==> config.mk <==
export PLATFORM = sky130hd
export DESIGN_NAME = v_noc_scoreboard_ctrl
export DESIGN_NICKNAME = d
export VERILOG_FILES = /design/src/rtl/v_noc_scoreboard_ctrl.sv
export SDC_FILE = /design/constraint.sdc
export NUM_CORES = 2
export LEC_CHECK = 0
export BUFFER_PORTS_ARGS = -buffer_cell sky130_fd_sc_hd__buf_2
export CAP_MARGIN = 25
export CORE_MARGIN = 2
export CORE_UTILIZATION = 50
export DETAILED_ROUTE_END_ITERATION = 6
export MAX_ROUTING_LAYER = met4
export PLACE_DENSITY = 0.75
export SLEW_MARGIN = 25
export SYNTH_ARGS = -nofsm -noshare
export SYNTH_HDL_FRONTEND = slang
export SYNTH_SLANG_ARGS = --single-unit
==> constraint.sdc <==
create_clock -name clk -period 15.65 [get_ports clk]
set_input_delay 3.13 -clock clk [delete_from_list [all_inputs] [get_ports clk]]
set_output_delay 3.13 -clock clk [all_outputs]
set_load 0.01 [all_outputs]
==> src/rtl/v_noc_scoreboard_ctrl.sv <==
// NoC testbench scoreboard controller: per-entry FREE/PEND/TOUT tracking,
// lowest-index allocation, key-matched retirement and one-at-a-time
// timeout reporting.
module v_noc_scoreboard_ctrl #(
   parameter int unsigned ENTRY_NUM  = 16,
   parameter int unsigned ENTRY_ID_W = $clog2(ENTRY_NUM),
   parameter int unsigned TIMEOUT_W  = 15,
   parameter int unsigned NODE_ID_W  = 4,
   parameter int unsigned TXN_ID_W   = 8
) (
   input  logic                  clk,
   input  logic                  rstn,
   input  logic                  alloc_vld_i,
   output logic                  alloc_rdy_o,
   input  logic [NODE_ID_W-1:0]  alloc_src_id_i,
   input  logic [NODE_ID_W-1:0]  alloc_tgt_id_i,
   input  logic [TXN_ID_W-1:0]   alloc_txn_id_i,
   input  logic [TIMEOUT_W-1:0]  alloc_timeout_i,
   output logic [ENTRY_ID_W-1:0] alloc_idx_o,
   input  logic                  rec_vld_i,
   input  logic [NODE_ID_W-1:0]  rec_id_i,
   input  logic [NODE_ID_W-1:0]  rec_src_id_i,
   input  logic [TXN_ID_W-1:0]   rec_txn_id_i,
   output logic                  rec_hit_o,
   output logic                  rec_err_o,
   output logic [ENTRY_ID_W-1:0] rec_idx_o,
   output logic                  timeout_vld_o,
   output logic [ENTRY_ID_W-1:0] timeout_idx_o,
   input  logic                  timeout_rdy_i,
   output logic [ENTRY_ID_W:0]   outstanding_cnt_o,
   output logic                  idle_o
);

   localparam int unsigned CNT_W = ENTRY_ID_W + 1;

   typedef enum logic [1:0] {
      ST_FREE,
      ST_PEND,
      ST_TOUT
   } entry_st_e;

   entry_st_e             st_q  [ENTRY_NUM];
   entry_st_e             st_d  [ENTRY_NUM];
   logic [NODE_ID_W-1:0]  src_q [ENTRY_NUM];
   logic [NODE_ID_W-1:0]  src_d [ENTRY_NUM];
   logic [NODE_ID_W-1:0]  tgt_q [ENTRY_NUM];
   logic [NODE_ID_W-1:0]  tgt_d [ENTRY_NUM];
   logic [TXN_ID_W-1:0]   txn_q [ENTRY_NUM];
   logic [TXN_ID_W-1:0]   txn_d [ENTRY_NUM];
   logic [TIMEOUT_W-1:0]  thr_q [ENTRY_NUM];
   logic [TIMEOUT_W-1:0]  thr_d [ENTRY_NUM];
   logic [TIMEOUT_W-1:0]  cnt_q [ENTRY_NUM];
   logic [TIMEOUT_W-1:0]  cnt_d [ENTRY_NUM];

   logic                  rec_hit_q, rec_hit_d;
   logic                  rec_err_q, rec_err_d;
   logic [ENTRY_ID_W-1:0] rec_idx_q, rec_idx_d;
   logic [CNT_W-1:0]      out_cnt_q, out_cnt_d;

   logic                  match_any;
   logic [ENTRY_ID_W-1:0] match_idx;

   // Priority encoders over current state: lowest FREE, lowest TOUT, lowest matching PEND.
   always_comb begin
      alloc_rdy_o   = 1'b0;
      alloc_idx_o   = '0;
      timeout_vld_o = 1'b0;
      timeout_idx_o = '0;
      match_any     = 1'b0;
      match_idx     = '0;
      // Descending scan so the lowest qualifying index is the last one written.
      for (int unsigned i = ENTRY_NUM; i > 0; i--) begin
         if (st_q[i-1] == ST_FREE) begin
            alloc_rdy_o = 1'b1;
            alloc_idx_o = ENTRY_ID_W'(i-1);
         end
         if (st_q[i-1] == ST_TOUT) begin
            timeout_vld_o = 1'b1;
            timeout_idx_o = ENTRY_ID_W'(i-1);
         end
         if (rec_vld_i && st_q[i-1] == ST_PEND &&
             src_q[i-1] == rec_src_id_i && tgt_q[i-1] == rec_id_i &&
             txn_q[i-1] == rec_txn_id_i) begin
            match_any = 1'b1;
            match_idx = ENTRY_ID_W'(i-1);
         end
      end
   end

   // Next-state: timers first, then retire (overrides a same-cycle timeout), ack and alloc.
   always_comb begin
      for (int unsigned i = 0; i < ENTRY_NUM; i++) begin
         st_d[i]  = st_q[i];
         src_d[i] = src_q[i];
         tgt_d[i] = tgt_q[i];
         txn_d[i] = txn_q[i];
         thr_d[i] = thr_q[i];
         cnt_d[i] = cnt_q[i];
         if (st_q[i] == ST_PEND && thr_q[i] != '0) begin
            if (cnt_q[i] + TIMEOUT_W'(1) == thr_q[i]) begin
               st_d[i] = ST_TOUT;
            end else if (cnt_q[i] != '1) begin
               cnt_d[i] = cnt_q[i] + TIMEOUT_W'(1);
            end
         end
      end
      rec_hit_d = 1'b0;
      rec_err_d = 1'b0;
      rec_idx_d = rec_idx_q;
      if (match_any) begin
         st_d[match_idx] = ST_FREE;
         rec_hit_d       = 1'b1;
         rec_idx_d       = match_idx;
      end else if (rec_vld_i) begin
         rec_err_d = 1'b1;
      end
      if (timeout_vld_o && timeout_rdy_i) begin
         st_d[timeout_idx_o] = ST_FREE;
      end
      if (alloc_vld_i && alloc_rdy_o) begin
         st_d[alloc_idx_o]  = ST_PEND;
         src_d[alloc_idx_o] = alloc_src_id_i;
         tgt_d[alloc_idx_o] = alloc_tgt_id_i;
         txn_d[alloc_idx_o] = alloc_txn_id_i;
         thr_d[alloc_idx_o] = alloc_timeout_i;
         cnt_d[alloc_idx_o] = '0;
      end
      out_cnt_d = '0;
      for (int unsigned i = 0; i < ENTRY_NUM; i++) begin
         if (st_d[i] != ST_FREE) out_cnt_d = out_cnt_d + CNT_W'(1);
      end
   end

   // State and report registers; async reset discards all entries.
   always_ff @(posedge clk or negedge rstn) begin
      if (!rstn) begin
         for (int unsigned i = 0; i < ENTRY_NUM; i++) begin
            st_q[i]  <= ST_FREE;
            src_q[i] <= '0;
            tgt_q[i] <= '0;
            txn_q[i] <= '0;
            thr_q[i] <= '0;
            cnt_q[i] <= '0;
         end
         rec_hit_q <= 1'b0;
         rec_err_q <= 1'b0;
         rec_idx_q <= '0;
         out_cnt_q <= '0;
      end else begin
         for (int unsigned i = 0; i < ENTRY_NUM; i++) begin
            st_q[i]  <= st_d[i];
            src_q[i] <= src_d[i];
            tgt_q[i] <= tgt_d[i];
            txn_q[i] <= txn_d[i];
            thr_q[i] <= thr_d[i];
            cnt_q[i] <= cnt_d[i];
         end
         rec_hit_q <= rec_hit_d;
         rec_err_q <= rec_err_d;
         rec_idx_q <= rec_idx_d;
         out_cnt_q <= out_cnt_d;
      end
   end

   assign rec_hit_o         = rec_hit_q;
   assign rec_err_o         = rec_err_q;
   assign rec_idx_o         = rec_idx_q;
   assign outstanding_cnt_o = out_cnt_q;
   assign idle_o            = (out_cnt_q == '0);

endmodule

---- Word-level counts from Yosys, hierarchy flattened ----
Cells that the tools add are included.
word-level totals
  input bits .............................. 52
  word-level logic and storage cells ...... 610
  register bits ........................... 779
  bits in read-only memories .............. 0
  memories kept ........................... 0
  memory bits (writable) .................. 0
  output and inout port bits .............. 22
  latch bits .............................. 0
cells by class
  multipliers ............................. 0
  add/sub/neg operators ................... 31
  $lt $le $gt $ge ......................... 6
  reduce and logical (&&, ||, !) cells .... 134
  mux-type cells .......................... 215
  div/mod/pow operators ................... 0
  equal/unequal tests ..................... 112
  shifts and indexed selects .............. 0
  bitwise logic cells ..................... 12
operator list
  operator                                        number
  two-way mux 15 bit                              49
  adder 15 x 1 -> 15 bit (second input constant)  16
  AND 240 bit                                     1
  bitwise mux 240 bit                             1
  equality test 15 bit                            16
  two-way mux 240 bit                             1
  != test 15 bit (second input constant)          16
  NOT 240 bit                                     1
  nonzero test 15 bit                             16
  two-way mux 4 bit                               49
  bitwise mux 128 bit                             1
  bitwise mux 64 bit                              2
  equality test 4 bit                             32
  equality test 8 bit                             16
  two-way mux 32 bit                              3
  logical AND 1 bit                               85
  adder 5 x 1 -> 5 bit (second input constant)    15
  two-way mux 5 bit                               15
  two-way mux 2 bit                               35
  AND 32 bit                                      2
  NOT 32 bit                                      2
  demux 15 bit (select 4 bit)                     1
  two-way mux 1 bit                               52
  demux 8 bit (select 4 bit)                      1
  14 further kinds                                82

---- Longest topological paths before layout ----
  depth after elaboration ................. 65
  mapped depth ............................ 60
  gate-level depth less buffers ........... 59

---- Least setup slack after synthesis ----
Ideal clock, no wire load.
  kind .................................... input to register
  start ................................... input rec_txn_id_i[3]
  end ..................................... register out_cnt_q[4] (netlist: outstanding_cnt_o[4])
  arrival ................................. 12686 ps
  data required time ...................... 15525 ps
  stages .................................. 52
  slack ................................... 2838 ps
  path buffers ............................ 1
  library setup time ...................... 125 ps
  cell sequence ........................... buf_2 xor2_1 or4_1 nor2_1 and3_1 nor2b_1 a21oi_1 or3b_2 nand2_1 inv_1 ha_1 or2_2 and4b_1 a311oi_1 ha_1 nand2_1 o21ai_0 ha_1 [16 not listed] mux2_2 xor2_1 mux2_2 ha_1 nand2_1 inv_1 a31oi_1 xor2_1 a21oi_1 ha_1 nand2_1 o21ai_0 ha_1 mux2_2 ha_1 nor2b_1 a32oi_2 xnor2_1
between the ends
  longest elaborated chain between the ends .. 62
  elaborated cells on any way between the ends .. 125
  those cells by class .................... add/sub: 15; order compare: 2; eq/ne: 16; mux: 53; bitwise: 6; reduce/logical: 33
ends and longest elaborated chain
  element                                                                                                        line  source
  from (decl)                                                                                                    23    input logic [TXN_ID_W-1:0] rec_txn_id_i,
  equality test 8 bit                                                                                            83    txn_q[i-1] == rec_txn_id_i) begin
  logical AND 1 bit                                                                                              82    src_q[i-1] == rec_src_id_i && tgt_q[i-1] == rec_id_i &&
  two-way mux 4 bit (16 in series)                                                                               81    if (rec_vld_i && st_q[i-1] == ST_PEND &&
  NOT 4 -> 5 bit (implied by the code)                                                                           111   st_d[match_idx] = ST_FREE;
  greater-or-equal comparator 5 bit (implied by the code) / < comparator 5 x 1 -> 1 bit (equally long branches)  111
  logical AND 1 bit (implied by the code)                                                                        111
  two-way mux 2 bit (implied by the code)                                                                        111
  demux 2 bit (select 4 bit)                                                                                     111
  [32 not listed]                                                                                                n/a
  two-way mux 5 bit                                                                                              130   if (st_d[i] != ST_FREE) out_cnt_d = out_cnt_d + CNT_W'(1);
  adder 5 x 1 -> 5 bit                                                                                           130
  two-way mux 5 bit                                                                                              130
  adder 5 x 1 -> 5 bit                                                                                           130
  two-way mux 5 bit                                                                                              130
  adder 5 x 1 -> 5 bit                                                                                           130
  two-way mux 5 bit (*)                                                                                          130
  named net out_cnt_d[4]                                                                                         58    logic [CNT_W-1:0] out_cnt_q, out_cnt_d;
  to (signal assigned)                                                                                           161   out_cnt_q <= out_cnt_d;
  to (decl)                                                                                                      58
Mark *: on every way through the listed nets, which the timed path passes. The rest lies on a longest branch.
A chain may end at the register's enable or synchronous reset.

---- Final worst setup path ----
  start ................................... input rec_src_id_i[0]
  end ..................................... register out_cnt_q[4] (netlist: outstanding_cnt_o[4])
between the ends
  longest elaborated chain between the ends .. 64
  elaborated cells on any way between the ends .. 157
  those cells by class .................... add/sub: 15; order compare: 2; eq/ne: 16; mux: 53; bitwise: 6; reduce/logical: 65
ends and longest elaborated chain
  element                                                                                                        line  source
  from (decl)                                                                                                    22    input logic [NODE_ID_W-1:0] rec_src_id_i,
  equality test 4 bit                                                                                            82
  logical AND 1 bit                                                                                              81
  logical AND 1 bit (2 in series)                                                                                82
  two-way mux 4 bit (16 in series)                                                                               81
  NOT 4 -> 5 bit (implied by the code)                                                                           111
  greater-or-equal comparator 5 bit (implied by the code) / < comparator 5 x 1 -> 1 bit (equally long branches)  111
  logical AND 1 bit (implied by the code)                                                                        111
  two-way mux 2 bit (implied by the code)                                                                        111
  [33 not listed]                                                                                                n/a
  two-way mux 5 bit                                                                                              130
  adder 5 x 1 -> 5 bit                                                                                           130
  two-way mux 5 bit                                                                                              130
  adder 5 x 1 -> 5 bit                                                                                           130
  two-way mux 5 bit                                                                                              130
  adder 5 x 1 -> 5 bit                                                                                           130
  two-way mux 5 bit (*)                                                                                          130
  named net out_cnt_d[4]                                                                                         58
Marked as above.

==> impl_metrics.toml <==
[floorplanning]
die_height_um = 304
die-area_mm2 = 0.0924
fp.dieW_um = 304
io_pins = 74
initial_core_util = 0.502
core_mm2 = 0.0896
rows = 110

[cts]
cts_resized = 0
cts_setup_buffers = 0
numCtsBuffers = 86
path_clk_slew_ns = 0.06
clk_latency_ns = 0.67
cts-root-buf = "clkbuf_16"
htreeDepth = 3
clk_path_buf_depth = 3
holdBufCountCts = 0
cts_tree = "done"
cts_sinks = 779

[critical_path]
crit_arrival_ns = 14.19
cp-end-kind = "register"
slowest_stage = "or4_1"
cpMostUsedCell = "ha_1"
startpoint = "rec_src_id_i[0]"
crit_fanout = 16
slowest_delay_ns = 0.56
start_kind = "input port"
cp_data_required_time_ns = 16.18
crit_type = "input port to register"
timing.rr.start = "cnt_q[225]"

[synthesis]
ys_warn_count = 0
synth.largest_area_cell = "dfrtp_1"
synthArstFlopShare = 1.00
yosys.area.top_type_share = 0.433
synthTopCellsByArea = "dfrtp_1 43%, xor2_1 8.7%, mux2_2 7.4%, nand2_1 7.4%, xnor2_1 6.7%"
synth-main-ff-cell = "dfrtp_1"
synth_edf_count = 0
synth_most_common_cell = "nand2_1"
seq_area_frac_synth = 0.433
synth_area_mm2 = 0.0450
synth_nets = 4891
syn_avg_cell_area_um2 = 9.36
yosysUniqueCellTypes = 106
ys_top_cells_by_count = "886 x nand2_1, 779 x dfrtp_1, 445 x xor2_1"
syn_inst = 4808
ys_ff_latch = 779

[global_route]
grt_pass1_vias = 34800
antenna_found_initial = 7
grt_overflow_total = 0
grt_max_degree = 168
grt_pass1_wl_um = 202000
grtUsageTotal = 0.286

[timing]
rsz0062_at_grt = "false"
finalMaxSlewViolations = 0
fin_crit_ns = 13.66
finalHoldViolCount = 0
setup_viol = 0
tightest_slew_ns = 1.03
tns_ns = 0
post-route-period-util = 0.873
clock.fmax_mhz = 73.2
relSlewSlack = 0.315
skew_ns = 0.0370

[final_layout]
syn_to_final_growth_pct = 10.4
drive_gt1_frac = 0.135
nNetsFinal = 4881

[outcome]
outcome = "finished clean"

[route]
drtAntennaViolNets = 0
vias = 36200
drt-total-wl_um = 131000
wl_met3_um = 10100
route.detailed.drc = 0
drt_first_iter_violations = 3641
viasPerCell = 5.98
dr.pass1.iters = 5
highest_layer = "met4"
post_drt_wl_per_cell_um = 21.6
wirelength_met1_um = 55500
wl_met2_um = 59200

[run]
maxCapViolCount = 0

[placement]
dp_hpwl_um = 87400
portBuffers = 73
gp_congestion = 1.03

[worst_hold_path]
min-delay-start = "rec_idx_o[1]"
hold_class = "register to register"
-- stage by stage --
stage	cell area, um^2	worst slack [ns]	hold WS, ns	utilization	cells
2_1_floorplan	45000	2.84	0.458	-	4808
3_3_place_gp	46400	1.77	0.459	0.518	5879
3_5_place_dp	46500	1.49	0.459	0.519	5882
4_1_cts	49500	2.16	0.474	0.553	6038
5_1_grt	49700	1.38	0.505	0.554	6046
6_report	49700	1.99	0.469	0.554	6046
-- kinds of logic (layout without fill, tap and decap cells) --
group                    count (synthesis)  in the layout  synth area share
other                                    0              4                 0
adder cells (fa/ha/maj)                 31             31           0.00862
XOR/XNOR                               799            799             0.158
AND/OR/NAND/NOR                       2105           2105             0.224
AO/OA/AOI/OAI                          477            477            0.0707
flip-flops                             779            779             0.433
multiplexers                           317            317            0.0790
buffers and inverters                  300            358            0.0264
-- registers in the layout (all words and copies together), names as in the netlist --
name	flops
outstanding_cnt_o	5
src_q	64
st_q	32
txn_q	128
rec_idx_o	4
rec_err_o	1
cnt_q	240
rec_hit_o	1
thr_q	240
tgt_q	64
-- layout by cell type, fill, tap and decap left out, types with 11 or more instances in the layout --
master and n:
a211oi_1 18, a21boi_0 12, a21o_1 12, a21oi_1 131, a311oi_1 19, a31oi_1 25
and2_1 20, and3_1 108, and4_1 11, buf_2 72, buf_4 49, bufinv_16 11
clkbuf_16 90, clkbuf_8 14, clkinv_2 18, dfrtp_1 779, ha_1 31, inv_1 69
mux2_2 296, mux2i_1 20, nand2_1 886, nand2b_1 43, nand3_1 97, nand3b_1 36
nand4_1 66, nand4b_1 27, nor2_1 373, nor2b_1 46, nor3_1 105, nor3b_1 11
nor4_1 128, o211ai_1 11, o21ai_0 91, o22ai_1 20, or2_2 22, or3_1 42
or4_1 26, xnor2_1 344, xor2_1 445
-- metal layers --
layer	track usage	vias to the layer above
met5	-	-
met4	0.119	0
met3	0.0510	357
met2	0.435	1404
met1	0.379	17900
li1	-	16500
-- path summary, 6_finish.rpt --
| kind | slack, ns | cells after the start | to |
|---|---|---|---|
| setup / recovery | 1.99 | 53 | outstanding_cnt_o[4] |
| hold / removal | 0.47 | 2 | rec_idx_o[1] |
| setup reg to reg | 3.37 | 57 | outstanding_cnt_o[4] |
| hold reg to reg | 0.47 | 2 | rec_idx_o[1] |
| max in group asynchronous | 11.31 | 4 | cnt_q[16] |
| min in group asynchronous | 2.33 | 1 | cnt_q[156] |
-- critical path: cells and delay by family --
family | cells | cell delay, ns
simple gates | 18 | 3.23
mux | 3 | 0.89
xor+xnor | 4 | 0.57
fa+ha+maj | 12 | 3.64
buf+inv | 6 | 0.65
compound gates | 10 | 2.06
-- area by class of cell --
class | instances | area, um^2
sequential | 779 | 19500
fill | 7744 | 39900
antenna | 4 | 10.0
clock inverter | 42 | 537
clock buffer | 114 | 2480
tap | 1176 | 1470
timing repair buffer | 132 | 965
multi-input combinational | 3729 | 24400
inverter | 70 | 263
Power is left out: the tool's default activity adds up to more than one toggle a clock period on the data nets, which glitch-free logic cannot reach.
